**src/rtl/mem_copy_dma_if.sv**
```systemverilog
// mem_copy_dma_if: memory-side bus between the block-copy initiator and the
// 1 KB data memory.
//   MemRead  - read enable; rd is valid combinationally in the same cycle
//   MemWrite - write enable; memory writes on the posedge where it is high
//   addr     - byte address (word aligned)
//   wd       - write data, little-endian (wd[7:0] lands at addr)
//   rd       - read data returned by the memory
// Modports: master = the DMA, slave = the memory.
interface mem_copy_dma_if;
  logic        MemRead;
  logic        MemWrite;
  logic [31:0] addr;
  logic [31:0] wd;
  logic [31:0] rd;

  modport master (output MemRead, output MemWrite, output addr, output wd, input rd);
  modport slave  (input MemRead, input MemWrite, input addr, input wd, output rd);
endinterface

```
**src/rtl/mem_copy_dma.sv**
```systemverilog
// mem_copy_dma: copies word_count 32-bit words from src to dst inside a
// MEM_BYTES byte-addressed memory, one read/write pair per word, ascending.
// Ports:
//   clk, rst_n        - clock, async active-low reset
//   i_start           - request pulse, only honoured in IDLE
//   i_src_addr        - source byte address (must be word aligned)
//   i_dst_addr        - destination byte address (must be word aligned)
//   i_word_count      - number of words to copy
//   o_busy            - high while reading/writing
//   o_done            - one-cycle pulse at end of transfer (ok or fault)
//   o_error           - sticky fault flag, cleared on next accepted start
//   o_words_done      - words written in the current/last transfer
//   bus (master)      - memory strobes, address, write/read data
module mem_copy_dma #(
  parameter int MEM_BYTES = 1024,
  parameter int CNT_W     = 16
) (
  input  logic             clk,
  input  logic             rst_n,
  input  logic             i_start,
  input  logic [31:0]      i_src_addr,
  input  logic [31:0]      i_dst_addr,
  input  logic [CNT_W-1:0] i_word_count,
  output logic             o_busy,
  output logic             o_done,
  output logic             o_error,
  output logic [CNT_W-1:0] o_words_done,
  mem_copy_dma_if.master   bus
);

  typedef enum logic [1:0] {IDLE, READ, WRITE, DONE} state_t;

  state_t           r_state, w_state_nxt;
  logic [31:0]      r_src_ptr, r_dst_ptr, r_data;
  logic [CNT_W-1:0] r_remaining, r_words_done;
  logic             r_error;

  // Range check in 34 bits so a large count cannot wrap past the limit.
  logic [33:0] w_byte_len, w_src_end, w_dst_end;
  logic        w_misaligned, w_oob, w_fault, w_accept;

  assign w_byte_len   = 34'(i_word_count) << 2;
  assign w_src_end    = {2'b00, i_src_addr} + w_byte_len;
  assign w_dst_end    = {2'b00, i_dst_addr} + w_byte_len;
  assign w_misaligned = (i_src_addr[1:0] != 2'b00) || (i_dst_addr[1:0] != 2'b00);
  assign w_oob        = (w_src_end > 34'(MEM_BYTES)) || (w_dst_end > 34'(MEM_BYTES));
  assign w_fault      = w_misaligned || w_oob;
  assign w_accept     = (r_state == IDLE) && i_start;

  always_ff @(posedge clk or negedge rst_n) begin
    if (!rst_n) r_state <= IDLE;
    else        r_state <= w_state_nxt;
  end

  always_comb begin
    w_state_nxt = r_state;
    case (r_state)
      IDLE: begin
        if (i_start) begin
          if (w_fault)                 w_state_nxt = DONE;
          else if (i_word_count == '0) w_state_nxt = DONE;
          else                         w_state_nxt = READ;
        end
      end
      READ:    w_state_nxt = WRITE;
      WRITE:   w_state_nxt = (r_remaining == CNT_W'(1)) ? DONE : READ;
      DONE:    w_state_nxt = IDLE;
      default: w_state_nxt = IDLE;
    endcase
  end

  // Bus outputs come only from registered state, never from start or rd.
  always_comb begin
    bus.MemRead  = 1'b0;
    bus.MemWrite = 1'b0;
    bus.addr     = '0;
    bus.wd       = '0;
    case (r_state)
      READ: begin
        bus.MemRead = 1'b1;
        bus.addr    = r_src_ptr;
      end
      WRITE: begin
        bus.MemWrite = 1'b1;
        bus.addr     = r_dst_ptr;
        bus.wd       = r_data;
      end
      default: ;
    endcase
  end

  always_ff @(posedge clk or negedge rst_n) begin
    if (!rst_n) begin
      r_src_ptr    <= '0;
      r_dst_ptr    <= '0;
      r_data       <= '0;
      r_remaining  <= '0;
      r_words_done <= '0;
      r_error      <= 1'b0;
    end else begin
      if (w_accept) begin
        r_src_ptr    <= i_src_addr;
        r_dst_ptr    <= i_dst_addr;
        r_remaining  <= i_word_count;
        r_words_done <= '0;
        r_error      <= w_fault;
      end
      if (r_state == READ) r_data <= bus.rd;
      if (r_state == WRITE) begin
        r_src_ptr    <= r_src_ptr + 32'd4;
        r_dst_ptr    <= r_dst_ptr + 32'd4;
        r_remaining  <= r_remaining - CNT_W'(1);
        r_words_done <= r_words_done + CNT_W'(1);
      end
    end
  end

  assign o_busy       = (r_state == READ) || (r_state == WRITE);
  assign o_done       = (r_state == DONE);
  assign o_error      = r_error;
  assign o_words_done = r_words_done;

endmodule

```
**src/flat_wrapper.sv**
```systemverilog
// flat-port wrapper written by rule: the top's interface ports become plain ports
module mem_copy_dma_flat 
#(
  parameter int MEM_BYTES = 1024,
  parameter int CNT_W     = 16
)
  (clk, rst_n, i_start, i_src_addr, i_dst_addr, i_word_count, o_busy, o_done, o_error, o_words_done, bus_MemRead, bus_MemWrite, bus_addr, bus_wd, bus_rd);
  mem_copy_dma_if bus_i ();
  input  logic clk;
  input  logic rst_n;
  input  logic i_start;
  input  logic [31:0] i_src_addr;
  input  logic [31:0] i_dst_addr;
  input  logic [CNT_W-1:0] i_word_count;
  output logic o_busy;
  output logic o_done;
  output logic o_error;
  output logic [CNT_W-1:0] o_words_done;
  output wire logic [$bits(bus_i.MemRead)-1:0] bus_MemRead;
  output wire logic [$bits(bus_i.MemWrite)-1:0] bus_MemWrite;
  output wire logic [$bits(bus_i.addr)-1:0] bus_addr;
  output wire logic [$bits(bus_i.wd)-1:0] bus_wd;
  input wire logic [$bits(bus_i.rd)-1:0] bus_rd;
  assign bus_MemRead = bus_i.MemRead;
  assign bus_MemWrite = bus_i.MemWrite;
  assign bus_addr = bus_i.addr;
  assign bus_wd = bus_i.wd;
  assign bus_i.rd = bus_rd;
  mem_copy_dma #(.MEM_BYTES(MEM_BYTES), .CNT_W(CNT_W)) u_core (.clk(clk), .rst_n(rst_n), .i_start(i_start), .i_src_addr(i_src_addr), .i_dst_addr(i_dst_addr), .i_word_count(i_word_count), .o_busy(o_busy), .o_done(o_done), .o_error(o_error), .o_words_done(o_words_done), .bus(bus_i));
endmodule
```
**config.mk**
```make
export PLATFORM = sky130hd
export DESIGN_NAME = mem_copy_dma_flat
export DESIGN_NICKNAME = d
export VERILOG_FILES = /design/src/rtl/mem_copy_dma_if.sv /design/src/rtl/mem_copy_dma.sv /design/src/flat_wrapper.sv
export SDC_FILE = /design/constraint.sdc
export NUM_CORES = 1
export LEC_CHECK = 0
export CAP_MARGIN = 25
export CORE_MARGIN = 3
export CORE_UTILIZATION = 54
export DETAILED_ROUTE_END_ITERATION = 8
export GPL_ROUTABILITY_DRIVEN = 0
export HOLD_SLACK_MARGIN = 0.1
export PLACE_DENSITY = 0.82
export SLEW_MARGIN = 10
export SYNTH_ARGS = -nofsm -noshare
export SYNTH_HDL_FRONTEND = slang
export SYNTH_SLANG_ARGS = --single-unit
export TNS_END_PERCENT = 1
```
**constraint.sdc**
```tcl
create_clock -name clk -period 2.65 [get_ports clk]
set_input_delay 0.53 -clock clk [delete_from_list [all_inputs] [get_ports clk]]
set_output_delay 0.53 -clock clk [all_outputs]
set_load 0.005 [all_outputs]
```
==> flow_summary.ini <==
[run_status]
status = complete, but fails checks
violations = setup timing

[clocking]
htreeDepth = 4
clk_pin_slew_ns = 0.07
ctsRootBufferMaster = clkbuf_16
tritoncts = done
clockBufferDepth = 2
cts_made_buffers = 17
clk-insertion-delay-late_ns = 0.43
cts_sinks = 131

[finish]
final_cell_mix = 235 x buf_4, 143 x clkdlybuf4s50_1, 130 x dfrtp_1, 113 x nand2_1, 81 x a21oi_1
layout_commonest_cell = buf_4
instances_no_fill = 1905
nFillCells = 1119
area_growth_syn_to_layout_pct = 48.7
drive_gt1_share_pct = 27.1
layout.nets = 1791
diodes = 0
finish.utilization_pct = 82.9

[critical_path]
cp_data_required_time_ns = 2.95
crit_fanout = 3
path_cells = clkdlybuf4s15_2 -> ha_4 -> fa_2 -> a211oi_4 -> o211ai_1 -> buf_4 -> a211oi_2 -> a211oi_2 -> mux2_1 -> o21ai_1 -> nand2_1 -> a2111oi_2 -> a21oi_1
endpoint_kind = flop
crit_slowest_cell = fa_2
cpMostUsedCell = a211oi_2
cp-start-kind = input pin
arrival_ns = 3.42
critPathMaxStageDelay_ns = 0.38
path_class = input pin to flop

[timing]
layout_setup_ws_ns = -0.468
setup_viol = 58
fin_crit_sh_pct = 118
slew_headroom_pct = 62.8
max_freq_ghz = 0.321
period_minus_slack_ns = 3.12
worst_slew_pin_slew_ns = 0.553
finalHoldViolCount = 0
fin_setup_tns_ns = -6.35
finalMaxSlewViolations = 0
fin_skew_ns = 0.0105
rsz0062_at_grt = true

[floorplan]
fp.dieArea_sq_mm = 0.0213
die_h_um = 146
initial_core_util_pct = 55.7
rows = 50
die_w_um = 146
core_sq_mm = 0.0190
ioPinCount = 200

[power_and_ir_drop]
pwr-share-seq_pct = 34.1
power.leakage_nw = 6.81
max-vdd-ir-drop_mv = 0.461
p_int_mw = 4.20
net-switching-power_mw = 1.78
p_per_area_mw_per_mm2 = 379
clkPwrFrac_pct = 40.3
power.share.combinational_pct = 25.7
p_sw_share_pct = 29.8
fin_total_pwr_mw = 5.98

[job]
maxCapViolCount = 0

[global_routing]
gr-usage-all-layers_pct = 36.4
grt_max_degree = 61
overflow = 0
grt_pass1_vias = 11700
antenna_found_initial = 1
grt_pass1_wl_mm = 62.9

[logic_synthesis]
synth_top_flop_cell = dfrtp_1
ys_ff_latch = 131
synth_cell_types = 83
ys_seq_area_share_pct = 30.9
synth_cells = 1245
yosysWarnings = 0
syn_avg_cell_area_sq_um = 8.52
async_flop_share_pct = 100
syn-num-nets = 1404
synth_edf_count = 0
syn_area_sq_mm = 0.0106

[detailed_routing]
route.vias.total = 12400
route.detailed.drc = 0
ant_nets = 0
drt_first_pass_iters = 6
viasPerCell = 6.49
wl_per_cell_um = 21.9
routed_wl_mm = 41.8
drt-initial-drc-count = 1348

[placed_design]
hpwl_mm = 28.5
port_buffers = 199
dp_cells = 1860

[min_path]
hold_path_class = input pin to async pin
[layer usage]
layer	track usage, %	vias up	wire (um)
met5	0	-	0
met4	16.4	0	2320
met3	7.91	230	4580
met2	59.5	966	19100
met1	46.6	5782	15800
li1	-	5388	-
[layout make-up]
| class | instances | area [sq um] | share of cell area (%) |
|---|---|---|---|
| clock inverter | 15 | 175 | 1.11 |
| multi-input combinational | 1017 | 7610 | 48.3 |
| timing repair buffer | 444 | 3860 | 24.5 |
| tap | 260 | 325 | 2.06 |
| sequential | 131 | 3280 | 20.8 |
| clock buffer | 17 | 425 | 2.70 |
| inverter | 21 | 78.8 | 0.500 |
[Yosys cell counts (35+ instances only)]
master / n / area share [%]
dfrtp_1: 131 / 31
and3_1: 73 / 4.3
mux2_2: 35 / 3.7
clkbuf_1: 56 / 2.0
nand2_1: 114 / 4.0
mux2i_1: 38 / 3.6
a21oi_1: 87 / 4.1
nor2_1: 51 / 1.8
xnor2_1: 56 / 4.6
ha_1: 42 / 5.0
nand3_1: 57 / 2.7
o21ai_0: 75 / 3.5
and2_1: 42 / 2.5
a211oi_1: 50 / 3.5
[power groups by stage]
stage / logic [mW] / clock network (mW) / registers [mW]
after floorplan: 0.535 / 0 / 2.07
after global placement: 1.23 / 0 / 2.07
after detailed placement: 1.26 / 0 / 2.07
after CTS: 1.38 / 2.43 / 2.04
after global routing: 1.60 / 2.53 / 2.04
final: 1.53 / 2.41 / 2.04
[flip-flops by register name, summed over array words and instances, names as in the netlist]
name and cells:
u_core.r_state 2, u_core.r_src_ptr 32, u_core.r_remaining 16, u_core.r_data 32, u_core.r_dst_ptr 32, u_core.o_error 1
u_core.o_words_done 16
[critical path, delay by kind of cell]
kind            cells  cell delay (ns)
fa+ha+maj           2             0.56
mux                 1             0.32
compound gates      7             1.44
buf+inv             2             0.41
simple gates        1             0.16
[path summary, 6_finish.rpt]
path                                                      end                              start  cells after the start  slack [ns]
max reg2reg                u_core.r_remaining[13]$_DFFE_PN0P_  u_core.r_remaining[2]$_DFFE_PN0P_                      8        0.07
max                             u_core.r_state[1]$_DFFE_PN0P_                      i_dst_addr[2]                     13       -0.47
min reg2reg                   u_core.r_dst_ptr[1]$_DFFE_PN0P_    u_core.r_dst_ptr[1]$_DFFE_PN0P_                      2        0.50
max in group asynchronous       u_core.r_data[20]$_DFFE_PN0P_                              rst_n                      2        1.86
min                              u_core.r_data[1]$_DFFE_PN0P_                              rst_n                      1        0.09
min in group clk              u_core.r_dst_ptr[1]$_DFFE_PN0P_    u_core.r_dst_ptr[1]$_DFFE_PN0P_                      2        0.50
[what timing repair did]
| action | 4_1_cts | 5_1_grt |
|---|---|---|
| pin swaps | 55 | 20 |
| resized for setup | 178 | 31 |
| hold endpoints to repair | 0 | 0 |
| setup buffers | 9 | 4 |
| setup endpoints to repair | 67 | 62 |
| hold buffers | 0 | 0 |
[cell families after synthesis]
| kind of cell | Yosys count | share of synthesized area [%] |
|---|---|---|
| and+or+nand+nor | 470 | 23.9 |
| AOI/OAI and AO/OA | 338 | 20.9 |
| DFF | 131 | 30.9 |
| buffers and inverters | 97 | 3.94 |
| xor gates and xnor gates | 90 | 7.44 |
| muxes | 75 | 7.52 |
| adders and majority gates | 44 | 5.33 |
[stage by stage]
step                      setup slack (ns)  area (sq um)  hold slack [ns]
after floorplan                     -0.339         10700            0.234
after global placement               -1.26         14500            0.460
after detailed placement             -1.28         14500            0.467
after CTS                           -0.303         15600            0.101
after global routing                -0.599         15800            0.126
final                               -0.468         15800           0.0930
Note: power is estimated with default switching activity, not from simulation.
